<file path="src/rtl/div_pkg.sv">
// Shared types and constants for the iterative divider.
// Latency: n/a (declarations only).
// Backpressure: n/a.
// Contents: FSM state enum, default operand width, default counter width.
package div_pkg;

    typedef enum logic [1:0] {
        IDLE = 2'd0,
        RUN  = 2'd1,
        DONE = 2'd2
    } div_state_e;

    localparam int DIV_WIDTH_DEFAULT = 32;
    // Counter must reach WIDTH itself (the post-iteration capture cycle).
    localparam int DIV_CNT_W         = $clog2(DIV_WIDTH_DEFAULT + 1);

endpackage

</file>
<file path="src/rtl/iter_divider_if.sv">
// Request/result bundle between datapath control and the iterative divider.
// Latency: n/a (wiring only).
// Backpressure: master holds start until it sees ready; no queueing in the slave.
// Signals: start, dividend, divisor, is_signed (only with DIV_SIGNED_EN) from master;
//          ready, done, quotient, remainder, div_by_zero from slave.
interface iter_divider_if
    import div_pkg::*;
#(
    parameter int WIDTH = DIV_WIDTH_DEFAULT
) ();

    logic             start;
    logic [WIDTH-1:0] dividend;
    logic [WIDTH-1:0] divisor;
`ifdef DIV_SIGNED_EN
    logic             is_signed;
`endif
    logic             ready;
    logic             done;
    logic [WIDTH-1:0] quotient;
    logic [WIDTH-1:0] remainder;
    logic             div_by_zero;

    modport master (
        output start,
        output dividend,
        output divisor,
`ifdef DIV_SIGNED_EN
        output is_signed,
`endif
        input  ready,
        input  done,
        input  quotient,
        input  remainder,
        input  div_by_zero
    );

    modport slave (
        input  start,
        input  dividend,
        input  divisor,
`ifdef DIV_SIGNED_EN
        input  is_signed,
`endif
        output ready,
        output done,
        output quotient,
        output remainder,
        output div_by_zero
    );

endinterface

</file>
<file path="src/rtl/div_trial_sub.sv">
// Combinational trial subtractor for one restoring-division step.
// Latency: 0 cycles (pure combinational).
// Backpressure: none.
// Ports: part_rem (WIDTH+1, already shifted), divisor (WIDTH) in; diff (low WIDTH bits), non_neg out.
module div_trial_sub
    import div_pkg::*;
#(
    parameter int WIDTH = DIV_WIDTH_DEFAULT
) (
    input  logic [WIDTH:0]   part_rem,
    input  logic [WIDTH-1:0] divisor,
    output logic [WIDTH-1:0] diff,
    output logic             non_neg
);

    logic [WIDTH:0] full_diff;

    assign full_diff = part_rem - {1'b0, divisor};
    // When the difference is kept it is below the divisor, so the top bit is
    // always zero and only the low WIDTH bits need to leave this block.
    assign diff      = full_diff[WIDTH-1:0];
    assign non_neg   = ~full_diff[WIDTH];

endmodule

</file>
<file path="src/rtl/iter_divider.sv">
// Restoring shift/subtract divider, one quotient bit per clock (DIV/DIVU: quotient->LO, remainder->HI).
// Latency: fixed WIDTH+2 cycles from the start cycle to the one-cycle done pulse.
// Backpressure: ready is high only in IDLE; start while busy is dropped, no queueing.
// Ports: clk, rst_n (async active-low), bus (iter_divider_if.slave).
// Optional: define DIV_SIGNED_EN to add bus.is_signed and MIPS DIV signed semantics.
module iter_divider
    import div_pkg::*;
#(
    parameter int WIDTH = DIV_WIDTH_DEFAULT
) (
    input  logic       clk,
    input  logic       rst_n,
    iter_divider_if.slave bus
);

    localparam int CNT_W = (WIDTH == DIV_WIDTH_DEFAULT) ? DIV_CNT_W : $clog2(WIDTH + 1);

    div_state_e       state_q, state_d;
    logic [CNT_W-1:0] cnt_q;
    logic [WIDTH-1:0] quo_q;      // dividend shifts out the top, quotient bits shift in
    logic [WIDTH-1:0] rem_q;      // partial remainder; always < divisor (or the dividend prefix when divisor=0)
    logic [WIDTH-1:0] dvs_q;
    logic             dz_q;
    logic [WIDTH-1:0] quo_out_q;
    logic [WIDTH-1:0] rem_out_q;
    logic             dz_out_q;

    logic             accept;
    logic             last;
    logic [WIDTH:0]   shifted;
    logic [WIDTH-1:0] trial_diff;
    logic             trial_ok;
    logic [WIDTH-1:0] dvd_mag;
    logic [WIDTH-1:0] dvs_mag;

`ifdef DIV_SIGNED_EN
    logic             neg_quo_q;
    logic             neg_rem_q;

    // Magnitudes of the operands; the most-negative value maps onto itself,
    // which is the correct unsigned magnitude 2^(WIDTH-1).
    assign dvd_mag = (bus.is_signed && bus.dividend[WIDTH-1]) ? -bus.dividend : bus.dividend;
    assign dvs_mag = (bus.is_signed && bus.divisor[WIDTH-1])  ? -bus.divisor  : bus.divisor;
`else
    assign dvd_mag = bus.dividend;
    assign dvs_mag = bus.divisor;
`endif

    // The register-top bit of the shifted remainder is implicit: rem_q never
    // holds a value that needs WIDTH+1 bits once the trial decision is made.
    assign shifted = {rem_q, quo_q[WIDTH-1]};

    div_trial_sub #(
        .WIDTH (WIDTH)
    ) u_trial (
        .part_rem (shifted),
        .divisor  (dvs_q),
        .diff     (trial_diff),
        .non_neg  (trial_ok)
    );

    always_ff @(posedge clk or negedge rst_n) begin
        if (!rst_n) begin
            state_q <= IDLE;
        end else begin
            state_q <= state_d;
        end
    end

    always_comb begin
        state_d = state_q;
        accept  = 1'b0;
        last    = 1'b0;
        case (state_q)
            IDLE: begin
                if (bus.start) begin
                    accept  = 1'b1;
                    state_d = RUN;
                end
            end
            RUN: begin
                // Count reaches WIDTH after the final iteration; this extra
                // RUN cycle only captures the results.
                if (cnt_q == CNT_W'(WIDTH)) begin
                    last    = 1'b1;
                    state_d = DONE;
                end
            end
            DONE: begin
                state_d = IDLE;
            end
            default: begin
                state_d = IDLE;
            end
        endcase
    end

    always_ff @(posedge clk or negedge rst_n) begin
        if (!rst_n) begin
            cnt_q     <= '0;
            quo_q     <= '0;
            rem_q     <= '0;
            dvs_q     <= '0;
            dz_q      <= 1'b0;
            quo_out_q <= '0;
            rem_out_q <= '0;
            dz_out_q  <= 1'b0;
`ifdef DIV_SIGNED_EN
            neg_quo_q <= 1'b0;
            neg_rem_q <= 1'b0;
`endif
        end else if (accept) begin
            cnt_q <= '0;
            quo_q <= dvd_mag;
            rem_q <= '0;
            dvs_q <= dvs_mag;
            dz_q  <= (bus.divisor == '0);
`ifdef DIV_SIGNED_EN
            // On divide-by-zero the quotient must stay all ones, so only the
            // remainder is re-signed (which restores the original dividend).
            neg_quo_q <= bus.is_signed && (bus.divisor != '0) &&
                         (bus.dividend[WIDTH-1] ^ bus.divisor[WIDTH-1]);
            neg_rem_q <= bus.is_signed && bus.dividend[WIDTH-1];
`endif
        end else if (last) begin
`ifdef DIV_SIGNED_EN
            quo_out_q <= neg_quo_q ? -quo_q : quo_q;
            rem_out_q <= neg_rem_q ? -rem_q : rem_q;
`else
            quo_out_q <= quo_q;
            rem_out_q <= rem_q;
`endif
            dz_out_q  <= dz_q;
        end else if (state_q == RUN) begin
            rem_q <= trial_ok ? trial_diff : shifted[WIDTH-1:0];
            quo_q <= {quo_q[WIDTH-2:0], trial_ok};
            cnt_q <= cnt_q + CNT_W'(1);
        end
    end

    assign bus.ready       = (state_q == IDLE);
    assign bus.done        = (state_q == DONE);
    assign bus.quotient    = quo_out_q;
    assign bus.remainder   = rem_out_q;
    assign bus.div_by_zero = dz_out_q;

endmodule

</file>
<file path="src/flat_wrapper.sv">
// flat-port wrapper written by rule: the top's interface ports become plain ports
module iter_divider_flat import div_pkg::*;
#(
    parameter int WIDTH = DIV_WIDTH_DEFAULT
)
  (clk, rst_n, bus_start, bus_dividend, bus_divisor, bus_ready, bus_done, bus_quotient, bus_remainder, bus_div_by_zero);
  iter_divider_if #(.WIDTH(WIDTH)) bus_i ();
  input  logic clk;
  input  logic rst_n;
  input wire logic [$bits(bus_i.start)-1:0] bus_start;
  input wire logic [$bits(bus_i.dividend)-1:0] bus_dividend;
  input wire logic [$bits(bus_i.divisor)-1:0] bus_divisor;
  output wire logic [$bits(bus_i.ready)-1:0] bus_ready;
  output wire logic [$bits(bus_i.done)-1:0] bus_done;
  output wire logic [$bits(bus_i.quotient)-1:0] bus_quotient;
  output wire logic [$bits(bus_i.remainder)-1:0] bus_remainder;
  output wire logic [$bits(bus_i.div_by_zero)-1:0] bus_div_by_zero;
  assign bus_i.start = bus_start;
  assign bus_i.dividend = bus_dividend;
  assign bus_i.divisor = bus_divisor;
  assign bus_ready = bus_i.ready;
  assign bus_done = bus_i.done;
  assign bus_quotient = bus_i.quotient;
  assign bus_remainder = bus_i.remainder;
  assign bus_div_by_zero = bus_i.div_by_zero;
  iter_divider #(.WIDTH(WIDTH)) u_core (.clk(clk), .rst_n(rst_n), .bus(bus_i));
endmodule
</file>
<file path="config.mk">
export PLATFORM = sky130hd
export DESIGN_NAME = iter_divider_flat
export DESIGN_NICKNAME = d
export VERILOG_FILES = /design/src/rtl/div_pkg.sv /design/src/rtl/iter_divider_if.sv /design/src/rtl/div_trial_sub.sv /design/src/rtl/iter_divider.sv /design/src/flat_wrapper.sv
export SDC_FILE = /design/constraint.sdc
export NUM_CORES = 1
export LEC_CHECK = 0
export CAP_MARGIN = 20
export CORE_AREA = 5 5 161 132
export DETAILED_ROUTE_END_ITERATION = 6
export DIE_AREA = 0 0 166 137
export GPL_ROUTABILITY_DRIVEN = 0
export HOLD_SLACK_MARGIN = 0.1
export PLACE_DENSITY = 0.67
export SYNTH_ARGS = -nofsm -noshare
export SYNTH_HDL_FRONTEND = slang
export SYNTH_SLANG_ARGS = --single-unit
</file>
<file path="constraint.sdc">
create_clock -name clk -period 4.2 [get_ports clk]
set_clock_uncertainty 0.1 [all_clocks]
set_input_delay 0.84 -clock clk [delete_from_list [all_inputs] [get_ports clk]]
set_output_delay 0.84 -clock clk [all_outputs]
set_load 0.03 [all_outputs]
</file>
==> flow_summary.ini, run 1 <==
[finish]
diodes = 0
fin_nets = 1059
drive_gt1_share_pct = 12.47
area_growth_syn_to_layout_pct = 26.55

[clock_network]
cts.clk_slew.worst_paths_ns = 0.07
cts_hold_buf = 0
cts_root_buf = clkbuf_16
cts_buffers = 17
post_cts_resized = 0
cts_htree_levels = 4
post-cts-setup-buffers = 0
clk_latency_ns = 0.44
cts_tree = built
clockBufferDepth = 2
clock_sink_count = 170

[critical_path]
r2r_start = u_core.quo_q[31]$_DFFE_PN0P_
reg2reg_to = u_core.rem_q[13]$_DFFE_PN0P_
end_kind = register
required_ns = 4.40
critPathKind = reg2reg
worst_path_largest_cell_delay_ns = 0.43
worstPathArrival_ns = 3.80
r2r_cells = 15
crit_fanout = 34
regToRegSetupSlack_ns = 0.60
path_cells = inv_1 -> ha_1 -> inv_1 -> fa_1 -> a211oi_2 -> o21ai_2 -> o2111ai_2 -> o21ai_2 -> a311oi_2 -> o31a_2 -> xor2_2 -> buf_12 -> nor2_1 -> a21oi_1 -> o21ai_0
critical-path-slowest-cell = fa_1
crit_path_start = u_core.quo_q[31]$_DFFE_PN0P_
endpoint = u_core.rem_q[13]$_DFFE_PN0P_
worst_setup_path_start_kind = register

[global_route]
overflow = 0
track_usage_pct = 19.14
grt_pass1_vias = 6764
grt_max_degree = 72
grt_pass1_wl_um = 35280
antenna_found_initial = 0

[sta]
finalMaxSlewViolations = 0
hold-worst-slack_ns = 0.2977
period_needed_ns = 3.605
max_slew_margin_pct = 34.88
clock.fmax_mhz = 277.4
fin_crit_sh_pct = 85.83
rsz0062_at_grt = no
tightest_slew_ns = 0.9745
setup_tns_ns = 0
setup_violations = 0
hold_viol = 0

[yosys]
synth.top_cell.area_share_pct = 50.33
async_flop_share_pct = 100.0
synthTopCellsByCount = 170 x dfrtp_1, 135 x nand2_1, 65 x mux2_2
synth-seq-area-share_pct = 50.33
ys_ff_latch = 170
ys_warn_count = 0
syn_area_um2 = 8453
synth.avg_cell_area_um2 = 10.12
synth_most_common_cell = dfrtp_1
ys_top_cells_by_area = dfrtp_1 50%, mux2_2 8.7%, nand2_1 6.0%
synth_edf_count = 0
synth_area_leader_cell = dfrtp_1
syn_nets = 937
synth_flop_cell = dfrtp_1
synth_cell_types = 55
syn-instance-count = 835

[hold_path]
hold_class = in2async

[routing]
antenna_left = 0
drc = 0
dr.pass1.iters = 5
avgViaCountPerCell = 5.325
drt-total-wl_um = 20990
via_count = 6571
wire_per_inst_um = 17.01
drtIter0Drc = 428

[die]
fp.dieW_um = 166
dieArea_um2 = 22740
io_pins = 134
start_util_pct = 43.32
dieHeight_um = 137
core-area_um2 = 19510
num_rows = 46

[pwr]
vdd_drop_max_mv = 0.4574
switching_share_pct = 44.72
pwr-share-seq_pct = 28.2
p_int_uw = 5681
clockPowerShare_pct = 15.9
p_per_area_nw_per_um2 = 960.6
p_comb_share_pct = 55.9
p_switching_uw = 4596
total_power_uw = 10280
p_leak_uw = 0.004875

[flow_run]
max_cap_viol_count = 0

[placement]
hpwl_um = 14650
io_buffers = 133

[outcome]
outcome = finished clean
layout by cell type (no fill, tap or decap), types with 9 or more instances in the layout:
cell               n
clkdlybuf4s50_1  132
xnor2_1           14
a22oi_1           31
inv_1             39
a21oi_1           45
nor2_1            33
a31oi_1           11
ha_1              34
mux2_2            65
nand2_1          135
mux2i_1            9
o21ai_0           61
nand3_1           25
xor2_1            14
clkbuf_16         17
a21o_1            17
o21ai_1           12
dfrtp_1          170
worst min path at each step:
stage | slack, ns | to | cells after the start
3_5_place_dp | 0.37 | u_core.dz_q$_DFFE_PN0P_ | 2
4_1_cts | 0.32 | u_core.dvs_q[19]$_DFFE_PN0P_ | 1
6_report | 0.30 | u_core.dvs_q[19]$_DFFE_PN0P_ | 1
5_1_grt | 0.37 | u_core.dvs_q[19]$_DFFE_PN0P_ | 1
2_1_floorplan | 0.34 | u_core.dz_q$_DFFE_PN0P_ | 2
3_3_place_gp | 0.37 | u_core.dz_q$_DFFE_PN0P_ | 2
critical path: cells and delay by family, from the launching register on:
kind            cells  cell delay (ns)
compound gates      8             1.48
xor+xnor            1             0.43
fa+ha+maj           2             0.61
buf+inv             3             0.41
flops               1             0.37
simple gates        1             0.07
metal layers:
| layer | up-vias | wire [um] | track usage [%] | part of all wire [%] |
|---|---|---|---|---|
| met3 | 20 | 961 | 4.158 | 4.6 |
| met2 | 140 | 9593 | 29.99 | 46 |
| met1 | 3218 | 10230 | 26.99 | 49 |
| met5 | - | 0 | 0 | 0 |
| li1 | 3193 | - | - | - |
| met4 | 0 | 202 | 5.543 | 0.96 |
sequential cells by signal, summed over array words and instances, names as in the netlist:
register                count
u_core.rem_q               32
u_core.quo_q               32
u_core.dz_q                 1
u_core.dvs_q               32
u_core.bus.div_by_zero      1
u_core.state_q              2
u_core.bus.remainder       32
u_core.bus.quotient        32
u_core.cnt_q                6
through the flow:
| stage | instance area [um^2] | setup WS [ns] | utilization [%] | std cells |
|---|---|---|---|---|
| floorplan | 8453 | 1.165 | - | 835 |
| global placement | 10070 | 0.7523 | 51.61 | 1202 |
| global route | 10700 | 0.2615 | 54.83 | 1234 |
| CTS | 10700 | 0.5844 | 54.83 | 1234 |
| detailed placement | 10070 | 0.6192 | 51.61 | 1202 |
| finish | 10700 | 0.5951 | 54.83 | 1234 |
cell type report:
class / count / area (um^2)
fillers: 1739 / 8813
well taps: 264 / 330.3
repair buffers: 143 / 1433
flip-flops and latches: 170 / 4254
clock inverters: 15 / 202.7
clock buffers: 17 / 425.4
inverters: 39 / 146.4
multi-input cells: 586 / 3906
power by group through the flow:
| stage | logic, uW | clock network (uW) | registers [uW] |
|---|---|---|---|
| 2_1_floorplan | 3850 | 0 | 3160 |
| 3_3_place_gp | 5610 | 0 | 2900 |
| 3_5_place_dp | 5690 | 0 | 2910 |
| 4_1_cts | 5740 | 1680 | 2890 |
| 5_1_grt | 6430 | 1740 | 2990 |
| 6_report | 5750 | 1630 | 2890 |
kinds of logic after synthesis:
kind of cell / Yosys count / share of synthesized area [%]
compound gates: 209 / 15.41
xor+xnor: 30 / 3.286
fa+ha+maj: 35 / 5.269
buf+inv: 79 / 3.656
flops: 170 / 50.33
mux: 74 / 9.725
simple gates: 238 / 12.33
Note: power is estimated with default switching activity, not from simulation.
==> run 2, diff against run 1 <==
--- a/config.mk
+++ b/config.mk
@@ -6,12 +6,12 @@
 export NUM_CORES = 1
 export LEC_CHECK = 0
 export CAP_MARGIN = 20
-export CORE_AREA = 5 5 161 132
+export CORE_AREA = 5 5 105 205
 export DETAILED_ROUTE_END_ITERATION = 6
-export DIE_AREA = 0 0 166 137
+export DIE_AREA = 0 0 110 210
 export GPL_ROUTABILITY_DRIVEN = 0
 export HOLD_SLACK_MARGIN = 0.1
-export PLACE_DENSITY = 0.67
+export PLACE_DENSITY = 0.66
 export SYNTH_ARGS = -nofsm -noshare
 export SYNTH_HDL_FRONTEND = slang
 export SYNTH_SLANG_ARGS = --single-unit
==> constraint.sdc (replaced) <==
create_clock -name clk -period 3.9 [get_ports clk]
set_clock_uncertainty 0.1 [all_clocks]
set_input_delay 0.78 -clock clk [delete_from_list [all_inputs] [get_ports clk]]
set_output_delay 0.78 -clock clk [all_outputs]
set_load 0.03 [all_outputs]
==> flow_summary.ini, run 2 (same netlist as run 1, synthesis figures left out) <==
[die]
dieArea_um2 = 23100
dieHeight_um = 210
num_rows = 73
start_util_pct = 42.65
io_pins = 134
core-area_um2 = 19820
fp.dieW_um = 110

[routing]
avgViaCountPerCell = 5.367
drtIter0Drc = 259
antenna_left = 0
via_count = 6601
dr.pass1.iters = 5
drt-total-wl_um = 22050
wire_per_inst_um = 17.93
drc = 0

[finish]
drive_gt1_share_pct = 12.09
layout_common_cells = 170 x dfrtp_1, 135 x nand2_1, 132 x clkdlybuf4s50_1
area_growth_syn_to_layout_pct = 26.35
final_common_cell = dfrtp_1
diodes = 0
fin_nets = 1057
fin_area_um2 = 10680
fin_util_pct = 53.89

[critical_path]
crit_top_cell = o21ai_2
worst_path_largest_cell_delay_ns = 0.69
worst_setup_path_start_kind = register
critPathKind = reg2reg
end_kind = register
crit_path_start = u_core.dvs_q[0]$_DFFE_PN0P_
required_ns = 4.14
crit_buf_inv = 1
worstPathArrival_ns = 3.82
critical-path-slowest-cell = xnor2_2
r2r_start = u_core.dvs_q[0]$_DFFE_PN0P_
crit_family = compound AO/OA/AOI/OAI gates
crit_fanout = 14
path_cells = ha_1 -> inv_1 -> fa_1 -> a211oi_2 -> o21ai_2 -> o2111ai_2 -> o21ai_2 -> a311oi_2 -> o31a_2 -> xnor2_2 -> nand2_1 -> o21bai_1 -> o211ai_1

[sta]
finalMaxSlewViolations = 0
tightest_slew_ns = 1.093
clock.fmax_mhz = 278.9
hold_viol = 0
setup_tns_ns = 0
fin_crit_sh_pct = 91.92
setup_violations = 0
max_slew_margin_pct = 27.16
period_needed_ns = 3.585
rsz0062_at_grt = no

[global_route]
grt_pass1_vias = 7022
grtUsageMet3_pct = 3.432
top_usage_layer = met2
antenna_found_initial = 0
track_usage_pct = 20.01
overflow = 0
met1_usage_pct = 21.49
use_met2_pct = 36.79
grt_max_degree = 171
grt_pass1_wl_um = 35760

[outcome]
outcome = finished clean

[placement]
hpwl_um = 15760
io_buffers = 133
placedInstanceArea_um2 = 10060

[clock_network]
cts_root_buf = clkbuf_16
clock_sink_count = 170
post-cts-setup-buffers = 0
cts_hold_buf = 0
clockBufferDepth = 2
cts_buffers = 17
post_cts_resized = 0
cts.clk_slew.worst_paths_ns = 0.07
clk_latency_ns = 0.43
cts_tree = built
cts_htree_levels = 4

[pwr]
vdd_drop_max_mv = 0.4050
total_power_uw = 11110
p_per_area_nw_per_um2 = 1040
p_leak_uw = 0.004860

[hold_path]
hold_class = in2async

[flow_run]
max_cap_viol_count = 0
==> run 2: final cells by class <==
cell class              count  area, um^2
inverters                  39       146.4
fillers                  1805        9140
flip-flops and latches    170        4254
well taps                 262       327.8
clock inverters            10       141.4
multi-input cells         586        3906
clock buffers              22       474.2
repair buffers            141        1430
==> run 2: stage by stage <==
step | setup WS [ns] | instances | hold WS (ns)
after global routing | 0.05514 | 1230 | 0.3957
after floorplan | 0.8650 | 835 | 0.3429
after CTS | 0.3044 | 1230 | 0.3851
final | 0.3151 | 1230 | 0.2475
after detailed placement | 0.3422 | 1198 | 0.3699
after global placement | 0.4295 | 1198 | 0.3581
==> run 2: worst paths after layout <==
path	cells past startpoint	to	slack, ns
worst max-delay path	13	u_core.rem_q[31]$_DFFE_PN0P_	0.32
worst min-delay path	2	u_core.bus.quotient[26]$_DFFE_PN0P_	0.25
worst max register to register	13	u_core.rem_q[31]$_DFFE_PN0P_	0.32
worst min register to register	2	u_core.dz_q$_DFFE_PN0P_	0.38
max in group asynchronous	2	u_core.bus.remainder[19]$_DFFE_PN0P_	2.51
min in group clk	2	u_core.dz_q$_DFFE_PN0P_	0.38
==> run 2: metal layers <==
layer  share of wire, %  wire length [um]
met4                4.1               909
met1                 36              8009
met5                  0                 0
met3                3.1               676
met2                 56             12460
==> run 2: power breakdown <==
part           internal [uW]  switching (uW)  total (uW)
clock                   1060             700        1760
sequential              2570             556        3130
combinational           2610            3610        6220
